**src/rtl/pipeline_pkg.sv**
```systemverilog
// Shared types and constants for the RV32I pipeline stall/flush sequencer.
package pipeline_pkg;

  typedef enum logic [1:0] {RUN, MEM_WAIT, HALTED, STEP} ctrl_state_e;

  localparam logic [4:0]  REG_ZERO = 5'd0;
  localparam logic [31:0] NOP      = 32'h0000_0013;

  typedef struct packed {
    logic pc_en;
    logic if_id_en;
    logic if_id_flush;
    logic id_ex_flush;
    logic ex_mem_en;
    logic mem_wb_flush;
  } ctrl_out_t;

  //                                         pc  ifen iff  idf  exen mwf
  localparam ctrl_out_t CTRL_RUN    = '{1'b1, 1'b1, 1'b0, 1'b0, 1'b1, 1'b0};
  localparam ctrl_out_t CTRL_FREEZE = '{1'b0, 1'b0, 1'b0, 1'b0, 1'b0, 1'b1};
  localparam ctrl_out_t CTRL_HOLD   = '{1'b0, 1'b0, 1'b0, 1'b0, 1'b0, 1'b0};
  localparam ctrl_out_t CTRL_REDIR  = '{1'b1, 1'b1, 1'b1, 1'b1, 1'b1, 1'b0};
  localparam ctrl_out_t CTRL_LU     = '{1'b0, 1'b0, 1'b0, 1'b1, 1'b1, 1'b0};
  localparam ctrl_out_t CTRL_RST    = '{1'b0, 1'b0, 1'b1, 1'b1, 1'b0, 1'b1};

endpackage

```
**src/rtl/hazard_detect.sv**
```systemverilog
// Combinational load-use comparator between the EX load and the ID operands.
module hazard_detect
  import pipeline_pkg::*;
(
  input  logic [4:0] rs1_id,
  input  logic [4:0] rs2_id,
  input  logic       rs1_used_id,
  input  logic       rs2_used_id,
  input  logic       mem_read_ex,
  input  logic [4:0] rd_ex,
  output logic       load_use
);

  assign load_use = mem_read_ex && (rd_ex != REG_ZERO) &&
                    ((rs1_used_id && (rs1_id == rd_ex)) ||
                     (rs2_used_id && (rs2_id == rd_ex)));

endmodule

```
**src/rtl/pipeline_ctrl.sv**
```systemverilog
// Stall/flush sequencer for the 5-stage pipeline: hazards, redirects, memory waits, debug halt.
// Define PIPELINE_PERF_CNT_EN to build the stall_cnt / flush_cnt performance counters.
module pipeline_ctrl
  import pipeline_pkg::*;
#(
  parameter int MEM_TIMEOUT = 16
) (
  input  logic        clk,
  input  logic        rst_n,
  input  logic [4:0]  rs1_id,
  input  logic [4:0]  rs2_id,
  input  logic        rs1_used_id,
  input  logic        rs2_used_id,
  input  logic        mem_read_ex,
  input  logic [4:0]  rd_ex,
  input  logic        redirect_ex,
  input  logic        dmem_req_mem,
  input  logic        dmem_ready_mem,
  input  logic        halt_req,
  input  logic        step_req,
  output logic        pc_en,
  output logic        if_id_en,
  output logic        if_id_flush,
  output logic        id_ex_flush,
  output logic        ex_mem_en,
  output logic        mem_wb_flush,
  output logic        halted,
  output logic        mem_err
`ifdef PIPELINE_PERF_CNT_EN
  ,
  output logic [31:0] stall_cnt,
  output logic [31:0] flush_cnt
`endif
);

  localparam logic [7:0] TIMEOUT = 8'(MEM_TIMEOUT);

  ctrl_state_e state, state_nx;
  logic [7:0]  cnt, cnt_nx;
  logic        err_nx;
  logic        lu_block;
  logic        lu_stall;
  logic        load_use;
  logic        mem_wait;
  ctrl_out_t   ctl;

  hazard_detect u_hazard (
    .rs1_id      (rs1_id),
    .rs2_id      (rs2_id),
    .rs1_used_id (rs1_used_id),
    .rs2_used_id (rs2_used_id),
    .mem_read_ex (mem_read_ex),
    .rd_ex       (rd_ex),
    .load_use    (load_use)
  );

  assign mem_wait = dmem_req_mem && !dmem_ready_mem;

  always_comb begin
    state_nx = state;
    cnt_nx   = cnt;
    err_nx   = mem_err;
    ctl      = CTRL_RUN;
    lu_stall = 1'b0;
    if (state == HALTED) begin
      ctl = CTRL_FREEZE;
      if (!mem_err) begin
        if (step_req)      state_nx = STEP;
        else if (!halt_req) state_nx = RUN;
      end
    end else if (state == MEM_WAIT && !dmem_ready_mem) begin
      ctl = CTRL_FREEZE;
      if (cnt >= TIMEOUT) begin
        err_nx   = 1'b1;
        state_nx = HALTED;
      end else begin
        cnt_nx = cnt + 8'd1;
      end
    end else begin
      // RUN, STEP, and the MEM_WAIT release cycle share the RUN priority chain.
      // A step ignores the (still held) halt request so it actually advances.
      if (mem_wait) begin
        ctl      = CTRL_FREEZE;
        state_nx = MEM_WAIT;
        cnt_nx   = 8'd1;
      end else if (halt_req && state != STEP) begin
        ctl      = CTRL_HOLD;
        state_nx = HALTED;
      end else begin
        if (redirect_ex) begin
          ctl = CTRL_REDIR;
        end else if (load_use && !lu_block) begin
          ctl      = CTRL_LU;
          lu_stall = 1'b1;
        end
        state_nx = (state == STEP) ? HALTED : RUN;
      end
    end
    if (!rst_n) ctl = CTRL_RST;
  end

  always_ff @(posedge clk) begin
    if (!rst_n) begin
      state    <= RUN;
      cnt      <= '0;
      mem_err  <= 1'b0;
      lu_block <= 1'b0;
    end else begin
      state    <= state_nx;
      cnt      <= cnt_nx;
      mem_err  <= err_nx;
      lu_block <= lu_stall;  // a given hazard stalls only once
    end
  end

  assign pc_en        = ctl.pc_en;
  assign if_id_en     = ctl.if_id_en;
  assign if_id_flush  = ctl.if_id_flush;
  assign id_ex_flush  = ctl.id_ex_flush;
  assign ex_mem_en    = ctl.ex_mem_en;
  assign mem_wb_flush = ctl.mem_wb_flush;
  assign halted       = (state == HALTED);

`ifdef PIPELINE_PERF_CNT_EN
  always_ff @(posedge clk) begin
    if (!rst_n) begin
      stall_cnt <= '0;
      flush_cnt <= '0;
    end else begin
      if (!ctl.pc_en && state != HALTED) stall_cnt <= stall_cnt + 32'd1;
      if (ctl.if_id_flush || lu_stall)   flush_cnt <= flush_cnt + 32'd1;
    end
  end
`endif

endmodule

```
**config.mk**
```make
export PLATFORM = sky130hd
export DESIGN_NAME = pipeline_ctrl
export DESIGN_NICKNAME = d
export VERILOG_FILES = /design/src/rtl/pipeline_pkg.sv /design/src/rtl/hazard_detect.sv /design/src/rtl/pipeline_ctrl.sv
export SDC_FILE = /design/constraint.sdc
export NUM_CORES = 1
export LEC_CHECK = 0
export CAP_MARGIN = 20
export CORE_MARGIN = 2
export CORE_UTILIZATION = 42
export CTS_CLUSTER_SIZE = 28
export DETAILED_ROUTE_END_ITERATION = 6
export PLACE_DENSITY = 0.84
export SLEW_MARGIN = 15
export SYNTH_ARGS = -nofsm -noshare
export SYNTH_HDL_FRONTEND = slang
export SYNTH_SLANG_ARGS = --single-unit
export TNS_END_PERCENT = 10
```
**constraint.sdc**
```tcl
create_clock -name clk -period 1.7 [get_ports clk]
set_input_delay 0.17 -clock clk [delete_from_list [all_inputs] [get_ports clk]]
set_output_delay 0.17 -clock clk [all_outputs]
set_load 0.1 [all_outputs]
```
Word level (Yosys, flattened, before mapping)
Cells that the tools add are included.

cells by class
  add/sub/neg operators = 1
  order comparisons = 1
  reductions and logical operators = 17
  eq/ne operators = 10
  muxes and demuxes = 20
  bitwise operators = 2

operators with widths
  operator               count
  $mux W6                7
  $mux W8                3
  $mux W2                9
  $eq A5 B5 Y1           2
  $reduce_and A3 Y1      3
  $add A8 B1 Y8 const B  1
  $ge A8 B5 Y1 const B   1
  $logic_and A1 B1 Y1    8
  $ne A2 B2 Y1 const B   3
  $reduce_or A6 Y1       1
  $reduce_bool A5 Y1     1
  $eq A2 B2 Y1 const B   2
  $ne A3 B2 Y1 const B   1
  $ne A3 B3 Y1 const B   1
  $eq A2 B1 Y1 const B   1
  $logic_not A1 Y1       2
  $not A1 Y1             2
  $reduce_bool A2 Y1     1
  $logic_or A1 B1 Y1     1
  $mux W1                1

storage, ports and cells
  input bits = 25
  output and inout bits = 8
  logic and storage cells = 55
  bits in registers = 12

Depth between registers and ports, before layout
  depth in word-level cells = 12
  gate-level depth with buffers = 6

Cells and area by module
A second synthesis with hierarchy kept.

unflattened totals
  cells, all modules = 92
  area, all modules = 785.8 µm²

by module, submodules not included
  module         seq. area each (µm²)  area each (µm²)  instances  cells an instance
  pipeline_ctrl  240.2                 651.9            1          75
  hazard_detect  0.0                   133.9            1          17

Worst setup path after synthesis
OpenSTA, ideal clock, no wires.

  kind = reg2out
  start = reg state[0]
  end = out id_ex_flush
  slack = -3.297 ns
  cell stages (with the launch flop) = 6
  arrival time = 4.827 ns
  cells stage by stage = dfxtp_1 -> nand2b_1 -> inv_1 -> nor2_1 -> nand2_1 -> o311ai_0

between the ends
  elaborated cells on any way between the ends = 10
  those cells by class = eq/ne (3); mux (5); reduce/logical (2)

RTL lines
  element                 line                  text
  start, declared         pipeline_ctrl.sv:38   ctrl_state_e state, state_nx;
  start signal, assigned  pipeline_ctrl.sv:109  state <= state_nx;
  $eq A2 B2 Y1            n/a
  net halted              pipeline_ctrl.sv:27   output logic halted,
  $mux W6                 pipeline_ctrl.sv:65   if (state == HALTED) begin
  $mux W6                 pipeline_ctrl.sv:99   if (!rst_n) ctl = CTRL_RST;
  end, declared           pipeline_ctrl.sv:24   output logic id_ex_flush,

The timed path passes the listed nets, and every way through them passes these cells.

Final worst setup path
  start = reg state[0]
  end = out id_ex_flush

between the ends
  cells in the longest elaborated chain, start to end = 7
  elaborated cells on any way between the ends = 10
  those cells by class = eq/ne (3); mux (5); reduce/logical (2)

ends and longest elaborated chain
  element              line                 text
  $ne A2 B2 Y1         pipeline_ctrl.sv:86  end else if (halt_req && state != STEP) begin
  $logic_and A1 B1 Y1  pipeline_ctrl.sv:86
  $mux W6              pipeline_ctrl.sv:86
  $mux W6              pipeline_ctrl.sv:82  if (mem_wait) begin
  $mux W6              pipeline_ctrl.sv:71  end else if (state == MEM_WAIT && !dmem_ready_mem) begin
  $mux W6 (*)          pipeline_ctrl.sv:65
  $mux W6 (*)          pipeline_ctrl.sv:99

Every way passes the cells marked *; elsewhere a longest branch is shown, timed or not.

==> run metrics <==
YS warnings 0; DRT Pass-1 Iters 4; CP arrival roughly 1.6 ns; Area growth syn-to-layout 71.19%; Setup WS post-layout -0.09913 ns; ys flop type dfxtp_1; clock skew 0.008114 ns; post-synthesis register bit count 12; DP HPWL 1.773 mm; Initial Util 43.62%; final antenna-violating net count 0; grt total ovfl 0; crit path max fanout 3; hold violation count in the final report 0; gr usage total around a fifth; Synth Instances 100; layout cells sized above 1 30.56%; initial antenna violation count 0; Vias 925; Least-Margin Pin Slew approximately 0.4 ns; row count 16; first-pass GRT wire length ~3.8 mm; leakage power between 0.5 and 0.6 nW; Worst-Skew Late Latency 0.27 ns; FFs w/ async S/R, synth 0%; syn avg cell area 8.295 um^2; Net Count, Synth 127; IO Pins 33; Die X 48.44 um; DP Cell Count 167; power per cell area ~660 mW/mm^2; RD Place Congestion 0.8749; Die Height 48.44 um; H-Tree Depth 1; Worst Setup Start Kind flip-flop; Hold-fix buffers, CTS 0; HP Class flip-flop to flip-flop; register area share after synthesis 28.96%; MaxCap Viol Count 0; Post-synth EDFFs 0; unrepaired setup endpoints after global routing yes; Num CTS Buffers 3; Post-Syn Area approximately 830 um^2; vias per cell 5.409; fin crit period 1.799 ns; largest net degree at the start of global routing 9; Clk pin slew, worst setup/hold paths 0.08 ns; status complete, but fails checks; peak supply drop 0.0005249 V; Clock Sink Count 12; final net count 173; Final setup viols 3; placed instance area 0.001354 mm^2; Finished Cell Area between 0.001 and 0.0015 mm^2; Sequential Area between 200 and 250 um^2; worst setup path category flip-flop to output port; setup TNS -0.2451 ns; Pins Over Slew Limit 0; Remaining DRCs 0; TritonCTS clock tree done; multi-input logic area 628.1 um^2; Fillers between 100 and 150; CTS root buffer clkbuf_4; FMAX 0.5558 GHz; wire per inst roughly 14 um; Final Cycle Share 105.8%; die area 0.002346 mm^2; Distinct cells, synth 40; failing checks negative setup slack; antenna cells 0; CP required 1.53 ns; Non-Filler Instances 171; Critical Path End Type output port; Setup WS pre-CTS -0.4016 ns; final wirelength 2.372 mm; DR iter-0 viols 20; Slew headroom 74.09%; # port buffers 32; area of the core between 0.0015 and 0.002 mm^2; Max Buffers Root-to-Sink 2; number of global-route vias before repair 912
Yosys cell counts (all sizes together), types with 2 or more instances:
cell / n / area share [%]
a22oi: 2 / 2.4
dfxtp: 12 / 29
nand2b: 3 / 2.3
nor4: 5 / 5.6
a21oi: 2 / 1.2
xor2: 8 / 8.4
nand2: 8 / 3.6
o21a: 3 / 2.7
o211ai: 2 / 1.8
nor3b: 2 / 1.8
inv: 6 / 2.7
xnor2: 3 / 3.2
o21ai: 4 / 2.4
ha: 2 / 3.0
a21boi: 2 / 1.8
nand3: 5 / 3.0
and3: 4 / 3.2
or4: 2 / 1.8
nor2b: 4 / 3.0
nor2: 5 / 2.3
and2: 2 / 1.5
sequential cells by signal (all words and copies together) (netlist names):
signal	cells
state	2
cnt	8
mem_err	1
lu_block	1
per-layer routing:
layer / part of all wire (%) / wire [um] / vias up / global-route usage [%]
met5: 0 / 0 / - / 0
met1: 38 / 910 / 433 / 23.45
met4: 1.1 / 25 / 0 / 9.524
li1: - / - / 452 / -
met2: 55 / 1302 / 36 / 37.27
met3: 5.6 / 133 / 4 / 2.778
cell families after synthesis:
| logic type | share of synthesized area [%] |
|---|---|
| simple gates | 30.32 |
| flops | 28.96 |
| mux | 1.207 |
| compound gates | 20.82 |
| fa+ha+maj | 3.016 |
| xor+xnor | 11.61 |
| buf+inv | 4.072 |
critical path, cell delays in order (launching register included):
cell	delay, ns
dfxtp_4	0.36
nand2b_4	0.15
clkinvlp_4	0.11
nor2_4	0.12
nand2_2	0.07
o311ai_4	0.32
buf_12	0.21
cells in the final DEF (no fill, tap or decap), types with 5 or more instances in the layout:
cell             instances
buf_4                   12
clkdlybuf4s50_1         11
dlygate4sd2_1            9
xor2_1                   8
buf_12                   7
dfxtp_1                 10
nand2_1                  6
nand3_1                  5
where the power goes:
| group | switching [W] | internal, W |
|---|---|---|
| clock network | 0.0000909 | 0.0000818 |
| logic | 0.000262 | 0.000199 |
| registers | 0.0000135 | 0.000290 |
| total | 0.000366 | 0.000571 |
through the flow:
step                      util (%)  hold WS (ns)  total power [W]
after floorplan                  -        0.2878        0.0005612
after global placement       71.18        0.4802        0.0007454
after detailed placement     71.18        0.4975        0.0007542
after CTS                    73.62        0.4500        0.0009273
after global routing         74.67        0.5334        0.0009743
final                        74.67        0.5007        0.0009372
repair_timing:
action,4_1_cts,5_1_grt
setup buffers,1,0
pin swaps,9,5
endpoints found under the setup margin,5,6
resized for setup,23,7
layout make-up:
cell class / count / area share, %
timing repair buffer: 43 / 32.69
inverter: 6 / 1.850
sequential: 12 / 17.27
multi-input combinational: 80 / 44.23
tap: 27 / 2.379
clock buffer: 3 / 1.586
path summary, 6_finish.rpt:
kind,from,endpoint,slack (ns),cells past startpoint
setup / recovery,state[0]$_SDFFE_PN0P_,id_ex_flush,-0.1,6
setup reg to reg,state[0]$_SDFFE_PN0P_,cnt[3]$_SDFFE_PN0P_,0.04,5
hold reg to reg,cnt[3]$_SDFFE_PN0P_,cnt[3]$_SDFFE_PN0P_,0.50,2
hold / removal,cnt[3]$_SDFFE_PN0P_,cnt[3]$_SDFFE_PN0P_,0.50,2
(Power assumes the default switching activity.)
